`src/rtl/seg7_display_arbiter.sv`:
```
// Time-shares a 4-digit 7-segment display between a base source and two
// event requesters; ev1 has priority, events are held for TICK_DIV*HOLD_TICKS cycles.
module seg7_display_arbiter #(
  parameter int TICK_DIV   = 10000000,
  parameter int HOLD_TICKS = 20,
  parameter bit BLINK_EV1  = 1'b1
) (
  input  logic        clk,
  input  logic        rst,
  input  logic [15:0] base_val,
  input  logic        ev0_req,
  input  logic [15:0] ev0_val,
  input  logic        ev1_req,
  input  logic [15:0] ev1_val,
  output logic [3:0]  digit3,
  output logic [3:0]  digit2,
  output logic [3:0]  digit1,
  output logic [3:0]  digit0,
  output logic        disp_blank,
  output logic [1:0]  active_src,
  output logic        busy
);

  localparam int PW = (TICK_DIV > 1) ? $clog2(TICK_DIV) : 1;
  localparam int HW = (HOLD_TICKS > 1) ? $clog2(HOLD_TICKS) : 1;
  localparam logic [PW-1:0] PRE_LAST  = PW'(TICK_DIV - 1);
  localparam logic [HW-1:0] HOLD_LAST = HW'(HOLD_TICKS - 1);

  // Encoding doubles as the active_src code.
  typedef enum logic [1:0] {
    ST_BASE  = 2'd0,
    ST_SHOW0 = 2'd1,
    ST_SHOW1 = 2'd2
  } state_e;

  state_e        state_q, state_d;
  logic [15:0]   latch0_q, latch0_d;
  logic [15:0]   latch1_q, latch1_d;
  logic          pend0_q, pend0_d;
  logic [PW-1:0] pre_q, pre_d;
  logic [HW-1:0] hold_q, hold_d;
  logic [15:0]   digits_q, digits_d;
  logic          blank_q, blank_d;
  logic          busy_q, busy_d;
  logic          tick, hold_done, restart;

  assign tick      = (pre_q == PRE_LAST);
  assign hold_done = tick && (hold_q == HOLD_LAST);

  // NOTE: every signal gets a default before the case so no path leaves it unassigned (no latch).
  always_comb begin
    state_d  = state_q;
    pend0_d  = pend0_q;
    latch0_d = ev0_req ? ev0_val : latch0_q;
    latch1_d = ev1_req ? ev1_val : latch1_q;
    restart  = 1'b0;

    unique case (state_q)
      ST_BASE: begin
        if (ev1_req) begin
          state_d = ST_SHOW1;
          restart = 1'b1;
          pend0_d = pend0_q | ev0_req;
        end else if (ev0_req) begin
          state_d = ST_SHOW0;
          restart = 1'b1;
        end
      end
      ST_SHOW0: begin
        // A preempted ev0 display is dropped; only a fresh ev0 request pends.
        if (ev1_req) begin
          state_d = ST_SHOW1;
          restart = 1'b1;
          pend0_d = ev0_req;
        end else if (ev0_req) begin
          restart = 1'b1;
        end else if (hold_done) begin
          state_d = ST_BASE;
        end
      end
      ST_SHOW1: begin
        if (ev1_req) begin
          restart = 1'b1;
          pend0_d = pend0_q | ev0_req;
        end else if (hold_done) begin
          if (ev0_req || pend0_q) begin
            state_d = ST_SHOW0;
            restart = 1'b1;
          end else begin
            state_d = ST_BASE;
          end
        end else begin
          pend0_d = pend0_q | ev0_req;
        end
      end
      default: state_d = ST_BASE;
    endcase

    if (state_d == ST_SHOW0) pend0_d = 1'b0;

    // Hold timer: runs only while a SHOW state is kept; any entry or exit clears it.
    if (!restart && (state_q != ST_BASE) && (state_d == state_q)) begin
      if (tick) begin
        pre_d  = '0;
        hold_d = hold_q + HW'(1);
      end else begin
        pre_d  = pre_q + PW'(1);
        hold_d = hold_q;
      end
    end else begin
      pre_d  = '0;
      hold_d = '0;
    end

    unique case (state_d)
      ST_SHOW0: digits_d = latch0_d;
      ST_SHOW1: digits_d = latch1_d;
      default:  digits_d = base_val;
    endcase

    blank_d = (BLINK_EV1 && (state_d == ST_SHOW1)) ? hold_d[0] : 1'b0;
    busy_d  = (state_d != ST_BASE) || pend0_d;
  end

  // NOTE: sequential state uses non-blocking assignments so all registers update together.
  always_ff @(posedge clk or posedge rst) begin
    if (rst) begin
      state_q  <= ST_BASE;
      latch0_q <= '0;
      latch1_q <= '0;
      pend0_q  <= 1'b0;
      pre_q    <= '0;
      hold_q   <= '0;
      digits_q <= '0;
      blank_q  <= 1'b0;
      busy_q   <= 1'b0;
    end else begin
      state_q  <= state_d;
      latch0_q <= latch0_d;
      latch1_q <= latch1_d;
      pend0_q  <= pend0_d;
      pre_q    <= pre_d;
      hold_q   <= hold_d;
      digits_q <= digits_d;
      blank_q  <= blank_d;
      busy_q   <= busy_d;
    end
  end

  assign digit3     = digits_q[15:12];
  assign digit2     = digits_q[11:8];
  assign digit1     = digits_q[7:4];
  assign digit0     = digits_q[3:0];
  assign disp_blank = blank_q;
  assign active_src = state_q;
  assign busy       = busy_q;

endmodule

```
`config.mk`:
```
export PLATFORM = sky130hd
export DESIGN_NAME = seg7_display_arbiter
export DESIGN_NICKNAME = d
export VERILOG_FILES = /design/src/rtl/seg7_display_arbiter.sv
export SDC_FILE = /design/constraint.sdc
export NUM_CORES = 1
export LEC_CHECK = 0
export BUFFER_PORTS_ARGS = -buffer_cell sky130_fd_sc_hd__buf_2
export CAP_MARGIN = 20
export CORE_MARGIN = 2
export CORE_UTILIZATION = 55
export CTS_CLUSTER_DIAMETER = 40
export CTS_CLUSTER_SIZE = 16
export DETAILED_ROUTE_END_ITERATION = 10
export GPL_TIMING_DRIVEN = 0
export PLACE_DENSITY = 0.84
export SYNTH_ARGS = -nofsm -noshare
export SYNTH_HDL_FRONTEND = slang
export SYNTH_SLANG_ARGS = --single-unit
```
`constraint.sdc`:
```
create_clock -name clk -period 3.7 [get_ports clk]
set_input_delay 0.37 -clock clk [delete_from_list [all_inputs] [get_ports clk]]
set_output_delay 0.37 -clock clk [all_outputs]
set_load 0.005 [all_outputs]
```
[Word level (Yosys, flattened, before mapping)]
Cells that the tools add are included.
Storage, ports and cells
  output and inout port bits: 20
  input bits: 52
  flip-flop bits (word level): 82
  logic and storage cells: 60
Cells by class
  mux-type cells: 29
  reductions and logical operators: 10
  $add $sub $neg: 2
  equality and inequality tests: 8
  bitwise logic cells: 1
Operators by type and width (count)
  $mux 24: 2
  $mux 16: 2
  $pmux 16 s2: 1
  $add 24x1->24 const B: 1
  $eq 24x24->1 const B: 1
  $mux 2: 7
  $mux 1: 12
  $mux 5: 2
  $pmux 2 s3: 1
  $add 5x1->5 const B: 1
  $eq 5x5->1 const B: 1
  $eq 2x1->1 const B: 2
  $eq 2x2->1 const B: 2
  $reduce_bool 2->1: 2
  $logic_and 1x1->1: 3
  $pmux 1 s3: 1
  $eq 2x2->1: 1
  $logic_not 2->1: 1
  $logic_or 1x1->1: 2
  $ne 2x2->1 const B: 1
  $pmux 1 s2: 1
  $reduce_or 2->1: 1
  $logic_not 1->1: 1
  $or 1x1->1: 1

[Depth between registers and ports, before layout]
Gate-level depths: netlist of the first run.
  depth after elaboration: 10
  gate-level depth with buffers: 12
  mapped depth without buffers: 8

[Least setup slack after synthesis of the first run]
OpenSTA, ideal clock, no wires.
  path type: register -> register
  start: register pre_q[0]
  end: register digits_q[11]
  stages on the path, launching flop included: 12
  arrival time: 2.959 ns
  required time: 3.623 ns
  period minus slack after synthesis: 3.037 ns
  setup time: 0.077 ns
  buffers on the path: 3
  setup slack: 0.663 ns
  cell sequence: dfrtp_1 -> ha_1 -> nand2_1 -> or4_1 -> buf_2 -> or4_4 -> a31oi_1 -> ha_1 -> clkbuf_1 -> buf_1 -> a22oi_1 -> a21oi_1
Between the ends
  longest elaborated chain between the ends: 8
  elaborated cells between the ends (all ways): 11
  those cells by class: eq/ne (3); mux (7); reduce/logical (1)
RTL lines
  start: declaration: line 40  | logic [PW-1:0] pre_q, pre_d;
  start signal: assignment: line 142  | pre_q <= pre_d;
  $eq 24x24->1 (*): line 47  | assign tick = (pre_q == PRE_LAST);
  $logic_and 1x1->1 (*): line 48  | assign hold_done = tick && (hold_q == HOLD_LAST);
  $mux 2: line 77  | end else if (hold_done) begin
  $mux 2: line 75  | end else if (ev0_req) begin
  $mux 2: line 71  | if (ev1_req) begin
  $pmux 2 s3 (*): line 58  | unique case (state_q)
  net state_d[0]: line 36  | state_e state_q, state_d;
  $eq 2x2->1 or $eq 2x1->1 (tied branches): line 115  | unique case (state_d)
  $pmux 16 s2 (*): line 115
  net digits_d[11]: line 42  | logic [15:0] digits_q, digits_d;
  end signal: assignment: line 144  | digits_q <= digits_d;
  end: declaration: line 42
Mark *: on every way through the listed nets, which the timed path passes. The rest lies on a longest branch.
A chain may end at the register's enable or synchronous reset.

[Worst setup path after layout of the first run]
  start: register pre_q[1]
  end: register digits_q[15]
The elaborated chain is that of the path after synthesis.

==> out/qor.yml, run 1 <==
cells_and_area:
  fillCellCount: 491
  nNetsFinal: 479
  stdcell_count: 507
  drive_gt1_share_pct: 30.91
  multi_input_comb_area_um2: 1593
  seqCellArea_um2: 2052
  diodes: 0
  syn_to_final_growth_pct: 18.63
hold_path:
  min_from: "base_val[7]"
  holdPathEnd: "digits_q[7]"
  hold_path.class: "input pin to register"
  min_path_cells: 3
clock_tree:
  path_clk_slew_ps: 90
  cts_buffers: 9
  cts_tree: "yes"
  cts.sinks: 82
  cts_setup_buffers: 0
  htree_levels: 3
  clockBufferDepth: 2
  clock_latency_ps: 360
  cts_root_buffer: "clkbuf_8"
worst_setup_path:
  rr_endpoint: "digits_q[15]"
  path_class: "register to register"
  r2r_start: "pre_q[1]"
  r2r_cells: 11
  start_kind: "register"
  cp_max_fo: 10
  worstPathRequired_ps: 3990
  r2r_slack_ps: 210
  worstPathArrival_ps: 3770
  end_kind: "register"
pwr:
  p_leak_nw: 1.944
  ir_worst_vdd_mv: 0.3285
  power.density_nw_per_um2: 404.1
  total_power_mw: 1.800
global_route:
  grt.total_usage_pct: 23.86
  grt_pass1_wl_um: 13830
  grt.met1_usage_pct: 30.55
  antenna_found_initial: 0
  grtUsageMet3_pct: 5.810
  grt_busiest_layer: "met2"
  grt_max_degree: 57
  globalRouteMet2Util_pct: 39.44
  overflow: 0
  grt_pass1_vias: 2999
die:
  rows: 30
  initial_utilization_pct: 56.18
  fp.coreArea_um2: 6681
  die-area_um2: 7501
  ioPinCount: 72
  fp.dieW_um: 86.61
  die_h_um: 86.61
synthesis:
  yosysMostFrequentCell: "dfrtp_1"
  yosys_warnings: 0
  synthCells: 339
  ys_types: 44
  netlist_area_um2: 3754
  ys_top_cells_by_count: "dfrtp_1, nor2_1, a21oi_1, mux2_2, a22oi_1"
  synth_top_area_share_pct: 54.67
  synth_edf_count: 0
  synthArstFlopShare_pct: 100.0
  ys_ff_latch: 82
  synth_area_leaders: "dfrtp_1, mux2_2, a21oi_1, a22oi_1, nor2_1"
  yosys.area.top_type: "dfrtp_1"
  syn_nets: 396
  ys.flop_type: "dfrtp_1"
  postSynthAreaPerCell_um2: 11.07
  ys_seq_area_share_pct: 54.67
job:
  drv_cap: 0
routing:
  vias: 2971
  drc: 0
  wirelength_um: 8464
  wl_per_cell_um: 16.69
  drt_iter0_drc: 167
  ant_nets: 0
  viasPerCell: 5.860
  first_pass_iters: 4
placement:
  place_congestion: 0.8146
  dp_hpwl_um: 6003
  dp.cells: 490
  io_buffer_count: 70
sta:
  skew_ps: 14.21
  hold_ws_ps: 252.6
  grt_setup_unrepaired: "no"
  period_minus_slack_ps: 3486
  slew_headroom_pct: 57.65
  timing.fmax_mhz: 286.8
  tightest_slew_ps: 635.2
  final_max_slew_viol_count: 0
  tns_ps: 0
  hold_viol: 0
  setup_viol: 0
  post-route-period-util_pct: 94.22
status:
  outcome: "complete, no violations"
## power by group
part | switching (mW) | internal (mW)
clock | 0.338 | 0.316
sequential | 0.0185 | 0.952
combinational | 0.0853 | 0.0890
## timing repair
action,in CTS,in global routing
resized for setup,0,4
endpoints found under the hold margin,4,0
hold buffers,1,0
endpoints found under the setup margin,0,17
## worst max-delay path, stage by stage, from the launching register on
cell      delay, ps
dfrtp_1         410
ha_1            240
nand2_1         150
or4_1           530
buf_2           180
or4_4           520
a31oi_1         250
ha_1            180
clkbuf_1        350
clkbuf_2        330
a22oi_1         120
a21oi_1         170
## worst max path at each step
stage	startpoint	end	slack (ps)
CTS	pre_q[0]	digits_q[1]	50
floorplan	pre_q[0]	digits_q[11]	660
detailed placement	pre_q[0]	digits_q[1]	60
finish	pre_q[1]	digits_q[15]	210
global placement	pre_q[0]	digits_q[15]	140
global route	pre_q[0]	digits_q[11]	10
## cell type report
class,instances,area share [%]
clock inverter,7,1.714
tap,80,2.248
multi-input combinational,228,35.77
clock buffer,9,2.782
timing repair buffer,72,8.710
sequential,82,46.08
buffer,19,1.798
inverter,10,0.8991
## flip-flops by register name, indices dropped and copies added, names as in the netlist
name	count
pre_q	24
digits_q	16
latch0_q	16
latch1_q	16
hold_q	5
active_src	2
busy	1
disp_blank	1
pend0_q	1
## cells in the final DEF, fill, tap and decap left out, types with 3 or more instances in the layout
cell type  synthesis  layout
xnor2_1           10      10
dfrtp_1           82      82
o21ai_0           14      14
nand2_1            7       7
a21oi_1           33      33
nor3_1             5       5
clkbuf_8           0       9
inv_1             10       9
or4_1              7       7
a22oi_1           17      17
xor2_1             3       3
clkbuf_1          15      14
nor4_1             5       5
nand3_1           10      10
nand4_1            7       7
buf_2              2      72
and3_1             3       3
ha_1               5       5
mux2_2            32      32
or3_1              8       8
nor2_1            34      34
## through the flow
step	setup WS, ps	cell area [um2]	util, %
after floorplan	663.2	3754	-
after global placement	140.2	4204	62.92
after detailed placement	63.01	4234	63.37
after CTS	51.42	4444	66.52
after global routing	14.14	4453	66.65
final	213.7	4453	66.65
## logic make-up after synthesis
kind of cell	after synthesis	share of synthesized area, %
adders and majority gates	5	1.667
muxes	32	9.600
and+or+nand+nor	102	15.27
buffers and inverters	29	3.067
xor gates and xnor gates	13	3.033
AOI/OAI and AO/OA	76	12.70
DFF	82	54.67
## metal layers
metal  part of all wire, %  vias up
met4                   1.6        0
met1                    43     1484
met3                   4.9       15
met2                    51       81
li1                      -     1391
met5                     0        -
Note: power is estimated with default switching activity, not from simulation.
==> run 2, diff against run 1 <==
--- a/config.mk
+++ b/config.mk
@@ -7,8 +7,10 @@
 export LEC_CHECK = 0
 export BUFFER_PORTS_ARGS = -buffer_cell sky130_fd_sc_hd__buf_2
 export CAP_MARGIN = 20
+export CELL_PAD_IN_SITES_DETAIL_PLACEMENT = 0
+export CELL_PAD_IN_SITES_GLOBAL_PLACEMENT = 1
 export CORE_MARGIN = 2
-export CORE_UTILIZATION = 55
+export CORE_UTILIZATION = 43
 export CTS_CLUSTER_DIAMETER = 40
 export CTS_CLUSTER_SIZE = 16
 export DETAILED_ROUTE_END_ITERATION = 10
==> run 2 against run 1 <==
Effect of this change:
- critical path depth stayed put
- clock power is 1% higher
- maximum frequency is 1.3% higher
- largest cell class unchanged
- total power is 0.27% higher
- flip-flop and latch count stayed put
- wire length is 4.2% lower
- setup slack better by 45 ps
- final cell count is 5.3% higher
- via count is 3.1% lower
- non-clock buffer count is 1 lower
- sequential share of layout area is 0.33 points lower
==> out/qor.yml, run 2 (synthesis results as in run 1) <==
placement:
  dp.cells: 518  # was 490
  placed_area_um2: 4269  # was 4234 um2
  dp_hpwl_um: 5786  # was 6003 um
  place_congestion: 0.7746  # was 0.8146
  io_buffer_count: 70  # unchanged
sta:
  setup_viol: 0  # unchanged
  skew_ps: 10.57  # was 14.21 ps
  period_minus_slack_ps: 3441  # was 3486 ps
  grt_setup_unrepaired: "no"  # unchanged
  final_max_slew_viol_count: 0  # unchanged
  timing.fmax_mhz: 290.6  # was 286.8 MHz
  tightest_slew_ps: 633.0  # was 635.2 ps
  slew_headroom_pct: 57.80  # was 57.65%
  post-route-period-util_pct: 93.01  # was 94.22%
  hold_viol: 0  # unchanged
routing:
  wirelength_um: 8111  # was 8464 um
  ant_nets: 0  # unchanged
  vias: 2879  # was 2971
  drt_iter0_drc: 122  # was 167
  first_pass_iters: 4  # unchanged
  wl_per_cell_um: 15.19  # was 16.69 um
  drc: 0  # unchanged
  viasPerCell: 5.391  # was 5.860
die:
  fp.coreArea_um2: 8593  # was 6681 um2
  die_h_um: 97.43  # was 86.61 um
  rows: 34  # was 30
  die-area_um2: 9493  # was 7501 um2
  ioPinCount: 72  # unchanged
  fp.dieW_um: 97.43  # was 86.61 um
  initial_utilization_pct: 43.68  # was 56.18%
cells_and_area:
  drive_gt1_share_pct: 30.75  # was 30.91%
  stdcell_count: 534  # was 507
  final_util_pct: 52.20  # was 66.65%
  diodes: 0  # unchanged
  syn_to_final_growth_pct: 19.50  # was 18.63%
  largest_register: "pre_q"  # unchanged
  nNetsFinal: 478  # was 479
  largest_reg_flops: 24  # unchanged
  final_cell_mix: "dfrtp_1, buf_2, nor2_1, a21oi_1, mux2_2"  # unchanged
  layout_commonest_cell: "dfrtp_1"  # unchanged
  fin_area_um2: 4486  # was 4453 um2
pwr:
  ir_worst_vdd_mv: 0.2349  # was 0.3285 mV
  p_leak_nw: 1.942  # was 1.944 nW
  power.density_nw_per_um2: 402.3  # was 404.1 nW/um2
clock_tree:
  cts_setup_buffers: 0  # unchanged
  cts_buffers: 9  # unchanged
  path_clk_slew_ps: 90  # about the same
  cts_tree: "yes"  # unchanged
  htree_levels: 3  # unchanged
  clock_latency_ps: 350  # was 360 ps
  clockBufferDepth: 2  # unchanged
  cts_root_buffer: "clkbuf_8"  # unchanged
  cts.sinks: 82  # unchanged
worst_setup_path:
  rr_endpoint: "digits_q[6]"  # was digits_q[15]
  cp_max_fo: 10  # unchanged
  worstPathRequired_ps: 3920  # was 3990 ps
  worstPathArrival_ps: 3660  # was 3770 ps
  r2r_slack_ps: 260  # was 210 ps
  r2r_start: "pre_q[0]"  # was pre_q[1]
  crit_start: "pre_q[0]"  # was pre_q[1]
  end_kind: "register"  # unchanged
  r2r_cells: 11  # unchanged
  path_class: "register to register"  # unchanged
  start_kind: "register"  # unchanged
global_route:
  antenna_found_initial: 0  # unchanged
  globalRouteMet2Util_pct: 29.44  # was 39.44%
  overflow: 0  # unchanged
  grt_busiest_layer: "met2"  # unchanged
  grt_pass1_vias: 2987  # was 2999
  grt.met1_usage_pct: 23.40  # was 30.55%
  grt_max_degree: 65  # was 57
  grtUsageMet3_pct: 5.252  # was 5.810%
  grt.total_usage_pct: 18.07  # was 23.86%
  grt_pass1_wl_um: 14040  # was 13830 um
hold_path:
  hold_path.class: "input pin to register"  # unchanged
  min_path_cells: 3  # unchanged
  holdPathEnd: "digits_q[15]"  # was digits_q[7]
  min_from: "base_val[15]"  # was base_val[7]
job:
  drv_cap: 0  # unchanged
status:
  outcome: "complete, no violations"  # unchanged
[run 2: cell types whose count changed in the layout (fill, tap and decap cells not counted), sizes merged]
cell,delta
clkinv,-1
[run 2: through the flow]
step | hold slack (ps) | setup WS [ps] | TNS [ps] | power, mW
after global placement | 480.9 | 16.73 | 0 | 1.152
after detailed placement | 337.0 | -71.54 | -554.6 | 1.161
final | 259.3 | 258.7 | 0 | 1.804
after CTS | 246.8 | 19.46 | 0 | 1.822
after global routing | 249.1 | 71.83 | 0 | 1.891
after floorplan | 471.3 | 663.2 | 0 | 1.085
[run 2: power breakdown]
group	switching [mW]	internal (mW)	total (mW)	leakage (nW)
clock network	0.344	0.320	0.664	0.0950
logic	0.0818	0.0887	0.171	0.828
registers	0.0175	0.952	0.969	1.02
total	0.443	1.36	1.80	1.94
[run 2: cell type report]
type / count / area [um2]
fillers: 813 / 4108
well taps: 108 / 135.1
flip-flops and latches: 82 / 2052
plain buffers: 18 / 76.32
multi-input cells: 228 / 1593
inverters: 10 / 40.04
clock inverters: 6 / 73.82
repair buffers: 72 / 387.9
clock buffers: 10 / 127.6
[run 2: critical path, cell delays in order (launching register included)]
cell and delay (ps):
dfrtp_1 410, ha_1 240, nand2_1 150, or4_1 530, buf_2 180, or4_4 520, a31o_1 250, ha_1 200
clkbuf_1 210, clkbuf_2 280, a22oi_1 240, a21oi_1 90
[run 2: worst max path at each step]
stage | slack, ps | end | cells past startpoint
6_report | 260 | digits_q[6] | 11
5_1_grt | 70 | digits_q[4] | 10
4_1_cts | 20 | digits_q[13] | 11
3_5_place_dp | -70 | digits_q[11] | 9
3_3_place_gp | 20 | digits_q[13] | 9
2_1_floorplan | 660 | digits_q[11] | 11
[run 2: timing repair]
item                                    4_1_cts  5_1_grt
endpoints found under the setup margin       10       16
gates cloned                                  0        0
gates resized for setup                       1        3
endpoints found under the hold margin        18        0
hold buffers                                  1        0
[run 2: metal layers]
metal / share of wire, % / wire, um
met2: 47 / 3843
met3: 6.1 / 495
met5: 0 / 0
met1: 46 / 3694
met4: 0.96 / 78
